[src/rtl/RV32I_definitions.sv]
// Shared RV32I pipeline definitions.
// Holds the memory port arbiter state encoding and bus constants.
package RV32I_definitions;

    typedef enum logic [1:0] {
        IDLE     = 2'd0,
        IF_WAIT  = 2'd1,
        MEM_WAIT = 2'd2,
        IF_DROP  = 2'd3
    } arb_state_t;

    localparam int BUS_BE_MAX = 64;

    // Sliced down to the real byte-enable width by each user.
    localparam logic [BUS_BE_MAX-1:0] BUS_BE_ALL = '1;

endpackage

[src/rtl/mem_port_arbiter.sv]
// Single-port memory arbiter sharing one bus between IF and MEM.
// One outstanding transaction; MEM has fixed priority over fetch.
module mem_port_arbiter
    import RV32I_definitions::*;
#(
    parameter int ADDR_WIDTH = 32,
    parameter int DATA_WIDTH = 32
) (
    input  logic                    Clk,
    input  logic                    Reset_n,
    input  logic                    IF_Req,
    input  logic [ADDR_WIDTH-1:0]   IF_Addr,
    output logic [DATA_WIDTH-1:0]   IF_Rdata,
    output logic                    IF_Ack,
    input  logic                    MEM_Req,
    input  logic                    MEM_We,
    input  logic [ADDR_WIDTH-1:0]   MEM_Addr,
    input  logic [DATA_WIDTH-1:0]   MEM_Wdata,
    input  logic [DATA_WIDTH/8-1:0] MEM_Be,
    output logic [DATA_WIDTH-1:0]   MEM_Rdata,
    output logic                    MEM_Ack,
    input  logic                    Flush,
    output logic                    Bus_Valid,
    output logic                    Bus_We,
    output logic [ADDR_WIDTH-1:0]   Bus_Addr,
    output logic [DATA_WIDTH-1:0]   Bus_Wdata,
    output logic [DATA_WIDTH/8-1:0] Bus_Be,
    input  logic                    Bus_Ready,
    input  logic [DATA_WIDTH-1:0]   Bus_Rdata,
    output logic                    Mem_Stall
);

    localparam int BW = DATA_WIDTH / 8;
    localparam logic [BW-1:0] BE_ALL = BUS_BE_ALL[BW-1:0];

    arb_state_t            state_q, state_d;
    logic                  valid_q, valid_d;
    logic                  we_q, we_d;
    logic [ADDR_WIDTH-1:0] addr_q, addr_d;
    logic [DATA_WIDTH-1:0] wdata_q, wdata_d;
    logic [BW-1:0]         be_q, be_d;
    logic [DATA_WIDTH-1:0] if_rdata_q, if_rdata_d;
    logic [DATA_WIDTH-1:0] mem_rdata_q, mem_rdata_d;
    logic                  if_ack_q, if_ack_d;
    logic                  mem_ack_q, mem_ack_d;
    logic                  ack_bubble;

    // No grant in an Ack cycle so the requester can drop its Req first.
    assign ack_bubble = if_ack_q | mem_ack_q;

    always_comb begin
        state_d     = state_q;
        valid_d     = valid_q;
        we_d        = we_q;
        addr_d      = addr_q;
        wdata_d     = wdata_q;
        be_d        = be_q;
        if_rdata_d  = if_rdata_q;
        mem_rdata_d = mem_rdata_q;
        if_ack_d    = 1'b0;
        mem_ack_d   = 1'b0;
        case (state_q)
            IDLE: begin
                if (!ack_bubble) begin
                    if (MEM_Req) begin
                        state_d = MEM_WAIT;
                        valid_d = 1'b1;
                        we_d    = MEM_We;
                        addr_d  = MEM_Addr;
                        wdata_d = MEM_We ? MEM_Wdata : '0;
                        be_d    = MEM_We ? MEM_Be : BE_ALL;
                    end else if (IF_Req && !Flush) begin
                        state_d = IF_WAIT;
                        valid_d = 1'b1;
                        we_d    = 1'b0;
                        addr_d  = IF_Addr;
                        wdata_d = '0;
                        be_d    = BE_ALL;
                    end
                end
            end
            IF_WAIT: begin
                if (Bus_Ready) begin
                    state_d    = IDLE;
                    valid_d    = 1'b0;
                    if_rdata_d = Bus_Rdata;
                    if_ack_d   = !Flush;
                end else if (Flush) begin
                    state_d = IF_DROP;
                end
            end
            MEM_WAIT: begin
                if (Bus_Ready) begin
                    state_d     = IDLE;
                    valid_d     = 1'b0;
                    mem_rdata_d = Bus_Rdata;
                    mem_ack_d   = 1'b1;
                end
            end
            IF_DROP: begin
                if (Bus_Ready) begin
                    state_d = IDLE;
                    valid_d = 1'b0;
                end
            end
            default: state_d = IDLE;
        endcase
    end

    always_ff @(posedge Clk) begin
        if (!Reset_n) begin
            state_q     <= IDLE;
            valid_q     <= 1'b0;
            we_q        <= 1'b0;
            addr_q      <= '0;
            wdata_q     <= '0;
            be_q        <= '0;
            if_rdata_q  <= '0;
            mem_rdata_q <= '0;
            if_ack_q    <= 1'b0;
            mem_ack_q   <= 1'b0;
        end else begin
            state_q     <= state_d;
            valid_q     <= valid_d;
            we_q        <= we_d;
            addr_q      <= addr_d;
            wdata_q     <= wdata_d;
            be_q        <= be_d;
            if_rdata_q  <= if_rdata_d;
            mem_rdata_q <= mem_rdata_d;
            if_ack_q    <= if_ack_d;
            mem_ack_q   <= mem_ack_d;
        end
    end

    assign Bus_Valid = valid_q;
    assign Bus_We    = we_q;
    assign Bus_Addr  = addr_q;
    assign Bus_Wdata = wdata_q;
    assign Bus_Be    = be_q;
    assign IF_Rdata  = if_rdata_q;
    assign IF_Ack    = if_ack_q;
    assign MEM_Rdata = mem_rdata_q;
    assign MEM_Ack   = mem_ack_q;

    assign Mem_Stall = (IF_Req & ~if_ack_q & ~Flush)
                     | (MEM_Req & ~mem_ack_q);

endmodule

[config.mk]
export PLATFORM = sky130hd
export DESIGN_NAME = mem_port_arbiter
export DESIGN_NICKNAME = d
export VERILOG_FILES = /design/src/rtl/RV32I_definitions.sv /design/src/rtl/mem_port_arbiter.sv
export SDC_FILE = /design/constraint.sdc
export NUM_CORES = 1
export LEC_CHECK = 0
export ABC_AREA = 0
export CORE_ASPECT_RATIO = 1.4
export CORE_MARGIN = 4
export CORE_UTILIZATION = 36
export DETAILED_ROUTE_END_ITERATION = 16
export GPL_TIMING_DRIVEN = 0
export PLACE_DENSITY_LB_ADDON = 0.08
export SLEW_MARGIN = 20
export SYNTH_ARGS = -nofsm -noshare
export SYNTH_HDL_FRONTEND = slang
export SYNTH_SLANG_ARGS = --single-unit
[constraint.sdc]
create_clock -name Clk -period 1.57 [get_ports Clk]
set_input_delay 0.314 -clock Clk [delete_from_list [all_inputs] [get_ports Clk]]
set_output_delay 0.314 -clock Clk [all_outputs]
set_load 0.1 [all_outputs]
==> flow_metrics.py <==
metrics = {
    "run_status": {
        "status": "completed",
    },
    "timing": {
        "hold_violations": 0,
        "worst_pin_slew_ns": 0.6988,
        "period_share_pct": 97.28,
        "fin_setup_tns_ns": 0,
        "fmax_ghz": 0.6548,
        "drv_slew": 0,
        "finalCriticalPeriod_ns": 1.527,
        "setup_viol": 0,
        "slew_headroom_pct": 53.41,
        "rsz0062_at_grt": "yes",
        "clock_skew_ns": 0.009873,
    },
    "floorplanning": {
        "core_area_sq_um": 14510,
        "die_w_um": 110.9,
        "rows": 52,
        "pin_count": 276,
        "dieArea_sq_um": 16870,
        "die_y_um": 152.1,
        "start_util_pct": 36.80,
    },
    "synth": {
        "synthTopCellsByCount": "194 x nand2_1, 138 x dfxtp_1, 66 x a21oi_1",
        "yosys.area_share.xor_xnor_pct": 0,
        "post_synth_fa_ha_maj_area_fraction_pct": 0,
        "syn_area_sq_um": 5339,
        "muxShareOfSynthArea_pct": 6.000,
        "yosysTopAreaCell": "dfxtp_1",
        "synth_most_common_cell": "nand2_1",
        "async_flop_share_pct": 0,
        "ys.flop_type": "dfxtp_1",
        "ys_ff_latch": 138,
        "syn-num-nets": 749,
        "synth_simple_gate_area_share_pct": 15.44,
        "synth_edf_count": 0,
        "seq_area_frac_synth_pct": 51.75,
        "synth_top_area_share_pct": 51.75,
        "synthCells": 610,
        "syn_area_per_cell_sq_um": 8.752,
        "synth_area_leaders": "dfxtp_1 52%, nand2_1 14%, a21oi_1 6.2%",
        "yosysWarnings": 0,
        "synth_top_family_by_area": "compound AO/OA/AOI/OAI gates",
        "synth_compound_area_share_pct": 22.24,
        "ys_types": 26,
    },
    "pwr": {
        "power_switching_mw": 3.997,
        "power_frac_comb_pct": 29.2,
        "clkPwrFrac_pct": 36.3,
        "power_frac_seq_pct": 34.5,
        "power_density_nw_per_um2": 1308,
        "p_int_mw": 7.193,
        "ir_worst_vdd_uv": 719.1,
        "leakagePower_nw": 3.915,
        "switching_share_pct": 35.72,
    },
    "placed_design": {
        "hpwl_mm": 14.94,
        "place_congestion": 0.8364,
        "place_area_sq_um": 8352,
        "io_buffers": 274,
    },
    "critical_path": {
        "crit_required_ns": 1.26,
        "reg2regPathDepth": 5,
        "critical_path_class": "register to output port",
        "crit_family": "buffers and inverters",
        "path_depth": 1,
        "path_max_fanout": 2,
        "crit_path_max_incr_delay_ns": 0.44,
        "cp.buffers_inverters": 1,
        "endpoint_kind": "output port",
        "start_kind": "register",
        "slowest_stage": "buf_2",
        "path_cells": "buf_2",
        "cp.arrival_ns": 1.21,
    },
    "min_path": {
        "holdPathStages": 2,
        "min_path_type": "primary input to register",
    },
    "global_routing": {
        "use_met2_pct": 40.83,
        "grt_pass1_vias": 5648,
        "grt_pass1_wl_mm": 29.81,
        "grt_overflow": 0,
        "grt_use_met3_pct": 7.481,
        "busiest_layer": "met2",
        "grt_antenna_before_repair": 0,
        "grt_max_degree": 17,
        "use_met1_pct": 22.37,
        "grt_usage_pct": 21.76,
    },
    "clock_network": {
        "htreeDepth": 4,
        "cts-buffers-inserted": 17,
        "clkTransAtPathRegs_ns": 0.06,
        "cts.sinks": 138,
        "cts_buffer_depth": 2,
        "clkLatencyLatePin_ns": 0.41,
        "root_buffer": "clkbuf_16",
        "cts_tree": "yes",
        "hold_buffers": 0,
    },
    "finish": {
        "multi_input_comb_area_sq_um": 2439,
        "area_growth_pct": 60.30,
        "design_area_sq_um": 8558,
        "fillers": 1355,
        "diodes": 0,
        "final_util_pct": 58.99,
        "drive_above_1_share_pct": 25.43,
        "nNetsFinal": 1050,
        "area.sequential_sq_um": 2771,
    },
    "route": {
        "route.detailed.drc": 0,
        "finalWirelength_mm": 19.08,
        "via_per_inst": 4.993,
        "wl_per_cell_um": 17.14,
        "antenna_left": 0,
        "dr.first_iter.drc_count": 243,
        "drt-pass1-iter-count": 4,
        "num_vias": 5557,
    },
    "job": {
        "drv_cap": 0,
    },
}
-- through the flow --
step                power, mW  setup slack [ns]  hold slack [ns]  instances
global placement        7.217            -1.084           0.4413       1073
finish                  11.19           0.04273           0.2968       1113
CTS                     11.20          0.008562           0.2846       1109
global route            11.62          -0.05669           0.3041       1113
detailed placement      7.261            -1.105           0.4464       1073
floorplan               6.202          -0.07268           0.3858        610
-- routing by layer --
layer,vias to the layer above,part of all wire (%)
li1,2734,-
met1,2591,37
met2,203,53
met3,29,7.8
met4,0,2.0
met5,-,0
-- cell usage in the layout, fill, tap and decap left out, types with 3 or more instances in the layout --
cell	n
a21oi_1	66
mux2i_1	32
buf_2	134
clkdlybuf4s50_1	135
nand3b_1	3
o22ai_2	9
inv_6	4
buf_1	3
nand2_1	194
dfxtp_1	135
bufinv_16	3
o22ai_1	23
o211a_1	32
clkbuf_4	3
clkbuf_16	18
clkbuf_1	21
clkbuf_2	20
clkinv_2	3
o211ai_1	32
buf_6	4
buf_4	17
o221a_2	4
-- sequential cells by signal (all words and copies together), names as in the netlist --
register / count
Bus_Addr: 32
IF_Ack: 1
Bus_Be: 4
Bus_We: 1
Bus_Valid: 1
IF_Rdata: 32
MEM_Rdata: 32
state_q: 2
MEM_Ack: 1
Bus_Wdata: 32
-- repair_timing --
item                       in CTS  in global routing
setup endpoints to repair     268                 99
setup buffers                   5                  3
gates cloned                    0                  1
gates resized for setup       722                 55
pin swaps                       1                  1
-- worst reg2reg max path, stage by stage (launching register included) --
cell	delay, ns
dfxtp_4	0.37
nor4_4	0.32
a21boi_4	0.33
buf_6	0.19
buf_12	0.11
o221a_2	0.17
-- power by group through the flow --
stage               combinational (mW)  clock [mW]  sequential [mW]
floorplan                        0.682           0             5.52
global placement                  3.29           0             3.93
detailed placement                3.32           0             3.94
CTS                               3.18        4.15             3.86
global route                      3.41        4.32             3.88
finish                            3.27        4.06             3.86
-- final timing paths --
path,to,slack [ns],startpoint
worst max register to register,Bus_Be[1],0.04,state_q[0]
worst max-delay path,Bus_Wdata[29],0.04,Bus_Wdata[29]
worst min register to register,IF_Rdata[31],0.45,IF_Rdata[31]
worst min-delay path,IF_Ack,0.30,Flush
-- final cells by class --
cell class	count	share of cell area, %
sequential	138	32.38
tap	189	2.763
inverter	2	0.08772
timing repair buffer	283	25.53
clock buffer	20	5.219
clock inverter	12	1.871
multi-input combinational	411	28.49
buffer	58	3.655
-- logic make-up after synthesis --
| logic type | after synthesis |
|---|---|
| simple gates | 206 |
| compound gates | 173 |
| flops | 138 |
| buf+inv | 61 |
| mux | 32 |
Note: power is estimated with default switching activity, not from simulation.
